<file path="config.mk">
export PLATFORM = sky130hd
export DESIGN_NAME = pc_sequencer_flat
export DESIGN_NICKNAME = d
export VERILOG_FILES = /design/src/rtl/pc_sequencer_if.sv /design/src/rtl/pc_sequencer.sv /design/src/flat_wrapper.sv
export SDC_FILE = /design/constraint.sdc
export NUM_CORES = 1
export LEC_CHECK = 0
export CORE_AREA = 3 3 40 42
export DETAILED_ROUTE_END_ITERATION = 7
export DIE_AREA = 0 0 43 45
export HOLD_SLACK_MARGIN = 0.08
export PLACE_DENSITY = 0.67
export SLEW_MARGIN = 30
export SYNTH_ARGS = -nofsm -noshare
export SYNTH_HDL_FRONTEND = slang
export SYNTH_SLANG_ARGS = --single-unit
</file>
<file path="constraint.sdc">
create_clock -name clk -period 1.8 [get_ports clk]
set_clock_uncertainty 0.15 [all_clocks]
set_input_delay 0.36 -clock clk [delete_from_list [all_inputs] [get_ports clk]]
set_output_delay 0.36 -clock clk [all_outputs]
set_load 0.02 [all_outputs]
</file>
<file path="src/rtl/pc_sequencer_if.sv">
// pc_sequencer_if: decoder/handshake/PC-command bundle; carries step when PCSEQ_STEP_EN is defined
interface pc_sequencer_if #(parameter int Psize = 6);
  logic [2:0] opcode;
  logic [Psize-1:0] offset;
  logic zflag;
  logic in_valid;
  logic in_ready;
  logic out_valid;
  logic out_ack;
  logic PCincr;
  logic PCrelbranch;
  logic [Psize-1:0] Branchaddr;
  logic regwe;
  logic halted;
`ifdef PCSEQ_STEP_EN
  logic step;
`endif
  modport master(
`ifdef PCSEQ_STEP_EN
    input step,
`endif
    input opcode, offset, zflag, in_valid, out_ack,
    output in_ready, out_valid, PCincr, PCrelbranch, Branchaddr, regwe, halted
  );
  modport slave(
`ifdef PCSEQ_STEP_EN
    output step,
`endif
    output opcode, offset, zflag, in_valid, out_ack,
    input in_ready, out_valid, PCincr, PCrelbranch, Branchaddr, regwe, halted
  );
endinterface

</file>
<file path="src/rtl/pc_sequencer.sv">
// pc_sequencer: picoMIPS FETCH/EXEC control sequencer with IN/OUT handshakes; PCSEQ_STEP_EN adds single-step
module pc_sequencer #(parameter int Psize = 6) (
  input logic clk,
  input logic reset,
  pc_sequencer_if.master bus
);
  typedef enum logic [2:0] {
    IDLE, FETCH, EXEC, WAIT_IN, WAIT_OUT, HALT
`ifdef PCSEQ_STEP_EN
    , STEP
`endif
  } state_t;
`ifdef PCSEQ_STEP_EN
  localparam state_t NEXT = STEP;
`else
  localparam state_t NEXT = FETCH;
`endif
  state_t state_q, state_d;
  logic in_ready, out_valid, pc_incr, pc_rel, regwe, halted, take;
  // state register
  always_ff @(posedge clk) state_q <= reset ? IDLE : state_d;
  // next state and per-state command decode
  always_comb begin
    state_d = state_q;
    in_ready = 1'b0;
    out_valid = 1'b0;
    pc_incr = 1'b0;
    pc_rel = 1'b0;
    regwe = 1'b0;
    halted = 1'b0;
    take = (bus.opcode == 3'd3 && bus.zflag) || (bus.opcode == 3'd4 && !bus.zflag);
    case (state_q)
      IDLE: state_d = FETCH;
      FETCH: state_d = EXEC;
      EXEC: begin
        pc_rel = take;
        pc_incr = bus.opcode <= 3'd4 && !take;
        regwe = bus.opcode == 3'd1 || bus.opcode == 3'd2;
        state_d = bus.opcode == 3'd5 ? WAIT_IN : bus.opcode == 3'd6 ? WAIT_OUT : bus.opcode == 3'd7 ? HALT : NEXT;
      end
      WAIT_IN: begin
        in_ready = 1'b1;
        regwe = bus.in_valid;
        pc_incr = bus.in_valid;
        state_d = bus.in_valid ? NEXT : WAIT_IN;
      end
      WAIT_OUT: begin
        out_valid = 1'b1;
        pc_incr = bus.out_ack;
        state_d = bus.out_ack ? NEXT : WAIT_OUT;
      end
      HALT: halted = 1'b1;
`ifdef PCSEQ_STEP_EN
      STEP: state_d = bus.step ? FETCH : STEP;
`endif
      default: state_d = IDLE;
    endcase
  end
  assign bus.in_ready = !reset && in_ready;
  assign bus.out_valid = !reset && out_valid;
  assign bus.PCincr = !reset && pc_incr;
  assign bus.PCrelbranch = !reset && pc_rel;
  assign bus.Branchaddr = (!reset && pc_rel) ? bus.offset : {Psize{1'b0}};
  assign bus.regwe = !reset && regwe;
  assign bus.halted = !reset && halted;
endmodule

</file>
<file path="src/flat_wrapper.sv">
// flat-port wrapper written by rule: the top's interface ports become plain ports
module pc_sequencer_flat 
#(parameter int Psize = 6)
  (clk, reset, bus_opcode, bus_offset, bus_zflag, bus_in_valid, bus_out_ack, bus_in_ready, bus_out_valid, bus_PCincr, bus_PCrelbranch, bus_Branchaddr, bus_regwe, bus_halted);
  pc_sequencer_if #(.Psize(Psize)) bus_i ();
  input logic clk;
  input logic reset;
  input wire logic [$bits(bus_i.opcode)-1:0] bus_opcode;
  input wire logic [$bits(bus_i.offset)-1:0] bus_offset;
  input wire logic [$bits(bus_i.zflag)-1:0] bus_zflag;
  input wire logic [$bits(bus_i.in_valid)-1:0] bus_in_valid;
  input wire logic [$bits(bus_i.out_ack)-1:0] bus_out_ack;
  output wire logic [$bits(bus_i.in_ready)-1:0] bus_in_ready;
  output wire logic [$bits(bus_i.out_valid)-1:0] bus_out_valid;
  output wire logic [$bits(bus_i.PCincr)-1:0] bus_PCincr;
  output wire logic [$bits(bus_i.PCrelbranch)-1:0] bus_PCrelbranch;
  output wire logic [$bits(bus_i.Branchaddr)-1:0] bus_Branchaddr;
  output wire logic [$bits(bus_i.regwe)-1:0] bus_regwe;
  output wire logic [$bits(bus_i.halted)-1:0] bus_halted;
  assign bus_i.opcode = bus_opcode;
  assign bus_i.offset = bus_offset;
  assign bus_i.zflag = bus_zflag;
  assign bus_i.in_valid = bus_in_valid;
  assign bus_i.out_ack = bus_out_ack;
  assign bus_in_ready = bus_i.in_ready;
  assign bus_out_valid = bus_i.out_valid;
  assign bus_PCincr = bus_i.PCincr;
  assign bus_PCrelbranch = bus_i.PCrelbranch;
  assign bus_Branchaddr = bus_i.Branchaddr;
  assign bus_regwe = bus_i.regwe;
  assign bus_halted = bus_i.halted;
  pc_sequencer #(.Psize(Psize)) u_core (.clk(clk), .reset(reset), .bus(bus_i));
endmodule
</file>
**After elaboration in Yosys (flattened, before gate mapping)**

Index checks and enable logic that the tools add are counted.

- Logic and storage cells: 42
- Bits in registers: 3
- Bits of input ports: 14
- Output and inout bits: 12

- Multiplexer cells: 13
- Equality and inequality tests: 12
- Reductions and logical operators: 15
- Order comparisons: 1

Operators by type and width:

| cell | number |
|---|---|
| 3-bit equality test, second input constant | 6 |
| 3-bit case mux with 6 select lines | 1 |
| 3-bit by 2-bit equality test with 1-bit output, second input constant | 4 |
| 3-bit 2-to-1 mux | 4 |
| 1-bit logical AND | 9 |
| 3-bit by 1-bit equality test with 1-bit output, second input constant | 2 |
| 6-bit 2-to-1 mux | 1 |
| 1-bit 2-to-1 mux | 4 |
| 3-bit less-or-equal comparator, second input constant | 1 |
| 1-bit zero test | 3 |
| 3-bit zero test | 1 |
| 1-bit case mux with 3 select lines | 1 |
| 1-bit logical OR | 2 |
| 2-bit 2-to-1 mux | 1 |
| 1-bit case mux with 2 select lines | 1 |

**Logic depth before layout (Yosys ltp)**

- Depth after elaboration: 7
- Depth in mapped cells: 4

**Least setup slack after synthesis**

No wires, ideal clock.

- Kind: input-to-output
- Start: input bus_opcode[1]
- End: output bus_Branchaddr[0]
- Data required time: 1.290 ns
- Stages: 3
- Slack: -0.514 ns
- Buffers on the path: 0
- Data arrival time: 1.804 ns
- Cells stage by stage: or4b_4 -> a2111oi_4 -> and2_1

- Word-level cells in the longest chain between the ends: 6
- Elaborated cells between the ends (all ways): 8
- Classes of those cells: 2 x eq/ne; 2 x mux; 4 x reduce/logical

RTL lines:

| what | RTL line | source |
|---|---|---|
| start, declared | flat_wrapper.sv:8 | `input wire logic [$bits(bus_i.opcode)-1:0] bus_opcode;` |
| 3-bit by 2-bit equality test with 1-bit output or 3-bit equality test (tied branches) | pc_sequencer.sv:31 | `take = (bus.opcode == 3'd3 && bus.zflag) \|\| (bus.opcode == 3'd4 && !bus.zflag);` |
| 1-bit logical AND | pc_sequencer.sv:31 |  |
| 1-bit logical OR (*) | pc_sequencer.sv:31 |  |
| 1-bit 2-to-1 mux (*) | pc_sequencer.sv:32 | `case (state_q)` |
| 1-bit logical AND (*) | -- |  |
| net bus_PCrelbranch | flat_wrapper.sv:16 | `output wire logic [$bits(bus_i.PCrelbranch)-1:0] bus_PCrelbranch;` |
| 6-bit 2-to-1 mux (*) | pc_sequencer.sv:63 | `assign bus.Branchaddr = (!reset && pc_rel) ? bus.offset : {Psize{1'b0}};` |
| end, declared | flat_wrapper.sv:17 | `output wire logic [$bits(bus_i.Branchaddr)-1:0] bus_Branchaddr;` |

The timed path passes the listed nets; every way through them passes the cells marked *.

**Final worst setup path**

- Start: input bus_zflag
- End: output bus_Branchaddr[2]

- Word-level cells in the longest chain between the ends: 6
- Elaborated cells between the ends (all ways): 7
- Classes of those cells: 2 x mux; 5 x reduce/logical

RTL lines:

| what | RTL line | source |
|---|---|---|
| start, declared | flat_wrapper.sv:10 | `input wire logic [$bits(bus_i.zflag)-1:0] bus_zflag;` |
| 1-bit zero test | pc_sequencer.sv:31 |  |
| 1-bit logical AND | pc_sequencer.sv:31 |  |
| 1-bit logical OR (*) | pc_sequencer.sv:31 |  |
| 1-bit 2-to-1 mux (*) | pc_sequencer.sv:32 |  |
| 1-bit logical AND (*) | pc_sequencer.sv:63 |  |
| 6-bit 2-to-1 mux (*) | pc_sequencer.sv:63 |  |

Every way passes the cells marked *; elsewhere a longest branch is shown, timed or not.

==> out/metrics.cfg <==
[global_routing]
grt_max_degree = 9
antenna_found_initial = 0
grt_usage_pct = 15.6
overflow = 0
grt_pass1_vias = 515
grt_pass1_wl_microns = 2300

[power]
p_per_area_nw_per_um2 = 376
vdd_drop_max_mv = 0.401
seq_power_share_pct = 24.1
p_int_w = 0.000236
p_sw_w = 0.000103
swShare_pct = 30.3
finalPower_w = 0.000338
p_comb_share_pct = 40.9
clkPwrFrac_pct = 35.1
static-leakage-power_nw = 0.375

[routing]
drc_errors = 0
routed-via-count = 509
final_antenna_net_count = 0
via_per_inst = 4.76
wl_per_cell_microns = 13.6
drt-total-wl_microns = 1450
drt_pass1_iterations = 2
drtIter0Drc = 6

[clock_tree]
cts.path.max_buffers = 2
clockRootBuffer = clkbuf_4
clkLatencyLatePin_ns = 0.23
cts_max_level = 1
clk_pin_slew_ns = 0.04
cts_tree = built
cts.sinks = 3
cts_made_buffers = 3

[worst_setup_path]
start_kind = primary input
rr_worst_depth = 5
required_ns = 1.29
cp-end-kind = primary output
worstPathArrival_ns = 1.75
critPathKind = in -> out
path_max_fanout = 4

[finish]
layout_commonest_cell = buf_4
layout-drive-gt1-share_pct = 65.2
layout_common_cells = 18 x buf_4, 17 x buf_6, 7 x clkdlybuf4s50_1
final_cell_area_sq_um = 898
fin_cells = 107
nNetsFinal = 107
antenna_cells = 0
top_register = u_core.state_q
largest_reg_flops = 3
top_regs = u_core.state_q x3
area_growth_pct = 162
nFillCells = 102

[sta]
finalMaxSlewViolations = 0
max_freq_mhz = 443
rsz0062_at_grt = yes
maxSlewHeadroom_pct = 82.3
worst_pin_slew_ns = 0.265
hold_violations = 0
setup_viol = 9
fin_crit_sh_pct = 125
finalCriticalPeriod_ns = 2.26
timing.final.ws_setup_ns = -0.459
setup_tns_ns = -3.40

[synthesis]
synthCells = 44
netlist_area_sq_um = 343
seq_area_frac_synth_pct = 17.5
synth_cell_types = 26
synth_edf_count = 0
synthFlopType = dfxtp_1
syn-num-nets = 58
avgSynthCellArea_sq_um = 7.79
yosys_warnings = 0
synthArstFlopShare_pct = 0
ys_seq_elements = 3

[place]
place_ws_ns = -1.31
gp_congestion = 0.809
numPortBuffers = 25
dp_cells = 98
dp_hpwl_microns = 1040
postPlaceCellArea_sq_um = 759

[floorplan]
die_x_microns = 43
core_area_sq_um = 1280
design.die.area_sq_um = 1940
floorplan.rows = 13
fp.dieH_microns = 45
start_util_pct = 26.7
io-pin-count = 26

[run]
max_cap_violations = 0

[worst_hold_path]
whs_path_depth = 4
hp-class = in -> reg

[run_status]
status = finished with violations
failed_checks = negative setup slack

[repair_timing]
action / in CTS / in global routing
pin swaps: 13 / 2
setup endpoints to repair: 12 / 12
gates resized for setup: 105 / 9
hold buffers: 0 / 0
buffers inserted: 3 / 2
[kinds of logic (layout without fill, tap and decap cells)]
family / Yosys count / after routing / synth area share (%)
flops: 3 / 3 / 17.5
buf+inv: 5 / 53 / 5.48
compound gates: 12 / 12 / 31.8
simple gates: 23 / 23 / 42.7
xor+xnor: 1 / 1 / 2.56
[stage by stage]
step	hold WS [ns]	utilization, %
floorplan	0.357	-
global placement	0.517	59.1
finish	0.385	69.9
global route	0.402	69.9
detailed placement	0.526	59.1
CTS	0.372	66.0
[critical path: stages]
cell and delay [ns]:
buf_6 0.09, or4b_4 0.55, a2111oi_4 0.32, buf_4 0.18, and2_4 0.13, buf_6 0.11
[synthesized netlist by cell type, types with 2 or more instances]
master / count / area (sq um)
a211oi_1: 2 / 15.0
o21ai_0: 2 / 10.0
dfxtp_1: 3 / 60.1
nor2b_1: 2 / 12.5
inv_1: 2 / 7.51
clkbuf_1: 3 / 11.3
and2_1: 6 / 37.5
nand4b_1: 2 / 17.5
nor2_1: 3 / 11.3
nor3b_1: 2 / 15.0
a21oi_1: 2 / 10.0
[cell type report]
type	instances	area [sq um]	area share [%]
inverter	2	7.51	0.836
clock buffer	4	26.3	2.92
sequential	3	66.3	7.38
tap	15	18.8	2.09
timing repair buffer	47	429	47.8
multi-input combinational	36	350	39.0
[routing by layer]
metal	GRT usage (%)	vias to the layer above	routed length, microns
met3	3.98	0	56
met1	18.8	235	583
met5	0	-	0
met2	27.8	11	813
li1	-	263	-
met4	3.61	0	0
[power by group through the flow]
stage	Combinational, W	Sequential (W)	Clock, W
4_1_cts	0.000130	0.0000808	0.000121
3_3_place_gp	0.000120	0.0000790	0
2_1_floorplan	0.0000489	0.0000739	0
5_1_grt	0.000148	0.0000822	0.000132
3_5_place_dp	0.000121	0.0000790	0
6_report	0.000138	0.0000814	0.000119
[worst paths after layout]
kind / startpoint / to / slack, ns
worst min register to register: u_core.state_q[1] / u_core.state_q[1] / 0.52
worst min-delay path: bus_opcode[0] / u_core.state_q[1] / 0.39
worst max-delay path: bus_zflag / bus_Branchaddr[2] / -0.46
worst max register to register: u_core.state_q[0] / u_core.state_q[2] / 0.46
No activity file was read; power rests on OpenSTA's default activity.
==> edit: new RTL, config.mk and constraints unchanged <==
`Psize` is set to 6 in 3 places; all go to 5.
--- a/src/rtl/pc_sequencer_if.sv
+++ b/src/rtl/pc_sequencer_if.sv
@@ -1,5 +1,5 @@
 // pc_sequencer_if: decoder/handshake/PC-command bundle; carries step when PCSEQ_STEP_EN is defined
-interface pc_sequencer_if #(parameter int Psize = 6);
+interface pc_sequencer_if #(parameter int Psize = 5);
   logic [2:0] opcode;
   logic [Psize-1:0] offset;
   logic zflag;
--- a/src/rtl/pc_sequencer.sv
+++ b/src/rtl/pc_sequencer.sv
@@ -1,5 +1,5 @@
 // pc_sequencer: picoMIPS FETCH/EXEC control sequencer with IN/OUT handshakes; PCSEQ_STEP_EN adds single-step
-module pc_sequencer #(parameter int Psize = 6) (
+module pc_sequencer #(parameter int Psize = 5) (
   input logic clk,
   input logic reset,
   pc_sequencer_if.master bus
--- a/src/flat_wrapper.sv
+++ b/src/flat_wrapper.sv
@@ -1,6 +1,6 @@
 // flat-port wrapper written by rule: the top's interface ports become plain ports
 module pc_sequencer_flat 
-#(parameter int Psize = 6)
+#(parameter int Psize = 5)
   (clk, reset, bus_opcode, bus_offset, bus_zflag, bus_in_valid, bus_out_ack, bus_in_ready, bus_out_valid, bus_PCincr, bus_PCrelbranch, bus_Branchaddr, bus_regwe, bus_halted);
   pc_sequencer_if #(.Psize(Psize)) bus_i ();
   input logic clk;
Interface: changed (resized bus_Branchaddr and bus_offset); port bits go from 26 to 24. No check against the original RTL was run, so the function may have changed too.
==> edit against the unedited design <==
The flow still finishes with violations (setup timing); total power decreased by 9.7%; sequential cell count unchanged; wire length decreased by 8.7%; hold slack improved by 0.0083 ns; setup slack got worse by 0.067 ns; die area unchanged; critical path depth unchanged; maximum frequency decreased by 2.9%; cell area decreased by 19%; core utilization decreased by 13 points; area after synthesis decreased by 1.1%.
==> edit: results (changes against the unedited design) <==
placement:
  gp_congestion: 0.759  # -6.1%
  hpwl_um: 1000  # -3.3%
  port-buffer-count: 23  # -8.0%
finish:
  layout.nets: 97  # -9.3%
  seq_share: 0.0875  # +0.0137
  fillers: 135  # +32%
  clock_area_frac: 0.0360  # +0.00677
  multi_input_area_share: 0.419  # +0.0286
  buf_share: 0.422  # -0.0558
  signal_buffers: 37  # -21%
global_routing:
  grt_max_degree: 8  # -1
  grt_pass1_wl_um: 1880  # -19%
  grt_util_all_layers: 0.131  # -0.0243
  grtUsageMet1: 0.148  # -0.0392
pwr:
  ir_drop_uv: 425  # +6.0%
timing:
  setup_violations: 7  # -2
  setup_ws_ns: -0.526  # -0.0674 ns
  worst_pin_slew_ns: 0.316  # +0.0506 ns
clock_network:
  post_cts_buffers: 1  # -2
hold_path:
  hp-start: "bus_opcode[1]"
run_status:
  violations: "setup timing"
  status: "complete, but fails checks"
routing:
  firstDrtPassIters: 4  # +2
  via_per_inst: 4.82  # +1.2%
synthesis:
  synth_xor_area_frac: 0.0258  # +0.000283
  ys_top_cells_by_area: "dfxtp_1 18%, and2_1 9.2%, a2111oi_4 8.1%"
  syn-num-nets: 56  # -3.4%
-- edit: cell types whose count changed in the layout (fill, tap and decap cells not counted), sizes merged, moves of 2 or more --
cell,before,now
buf,38,29
a211oi,2,0
clkdlybuf4s50,7,5
nand2b,1,3
-- edit: worst max-delay path by stage --
stage | startpoint | endpoint | slack (ns)
6_report | bus_opcode[1] | bus_Branchaddr[0] | -0.53
5_1_grt | bus_opcode[1] | bus_Branchaddr[0] | -0.56
4_1_cts | bus_zflag | bus_Branchaddr[0] | -0.58
3_5_place_dp | bus_opcode[0] | bus_Branchaddr[0] | -1.34
3_3_place_gp | bus_opcode[0] | bus_Branchaddr[1] | -1.26
2_1_floorplan | bus_opcode[0] | bus_Branchaddr[0] | -0.42
-- edit: routing by layer --
layer / part of all wire / vias to the layer above / routed length (um)
met2: 0.57 / 14 / 761
li1: - / 245 / -
met5: 0 / - / 0
met4: 0 / 0 / 0
met1: 0.38 / 213 / 498
met3: 0.051 / 0 / 67
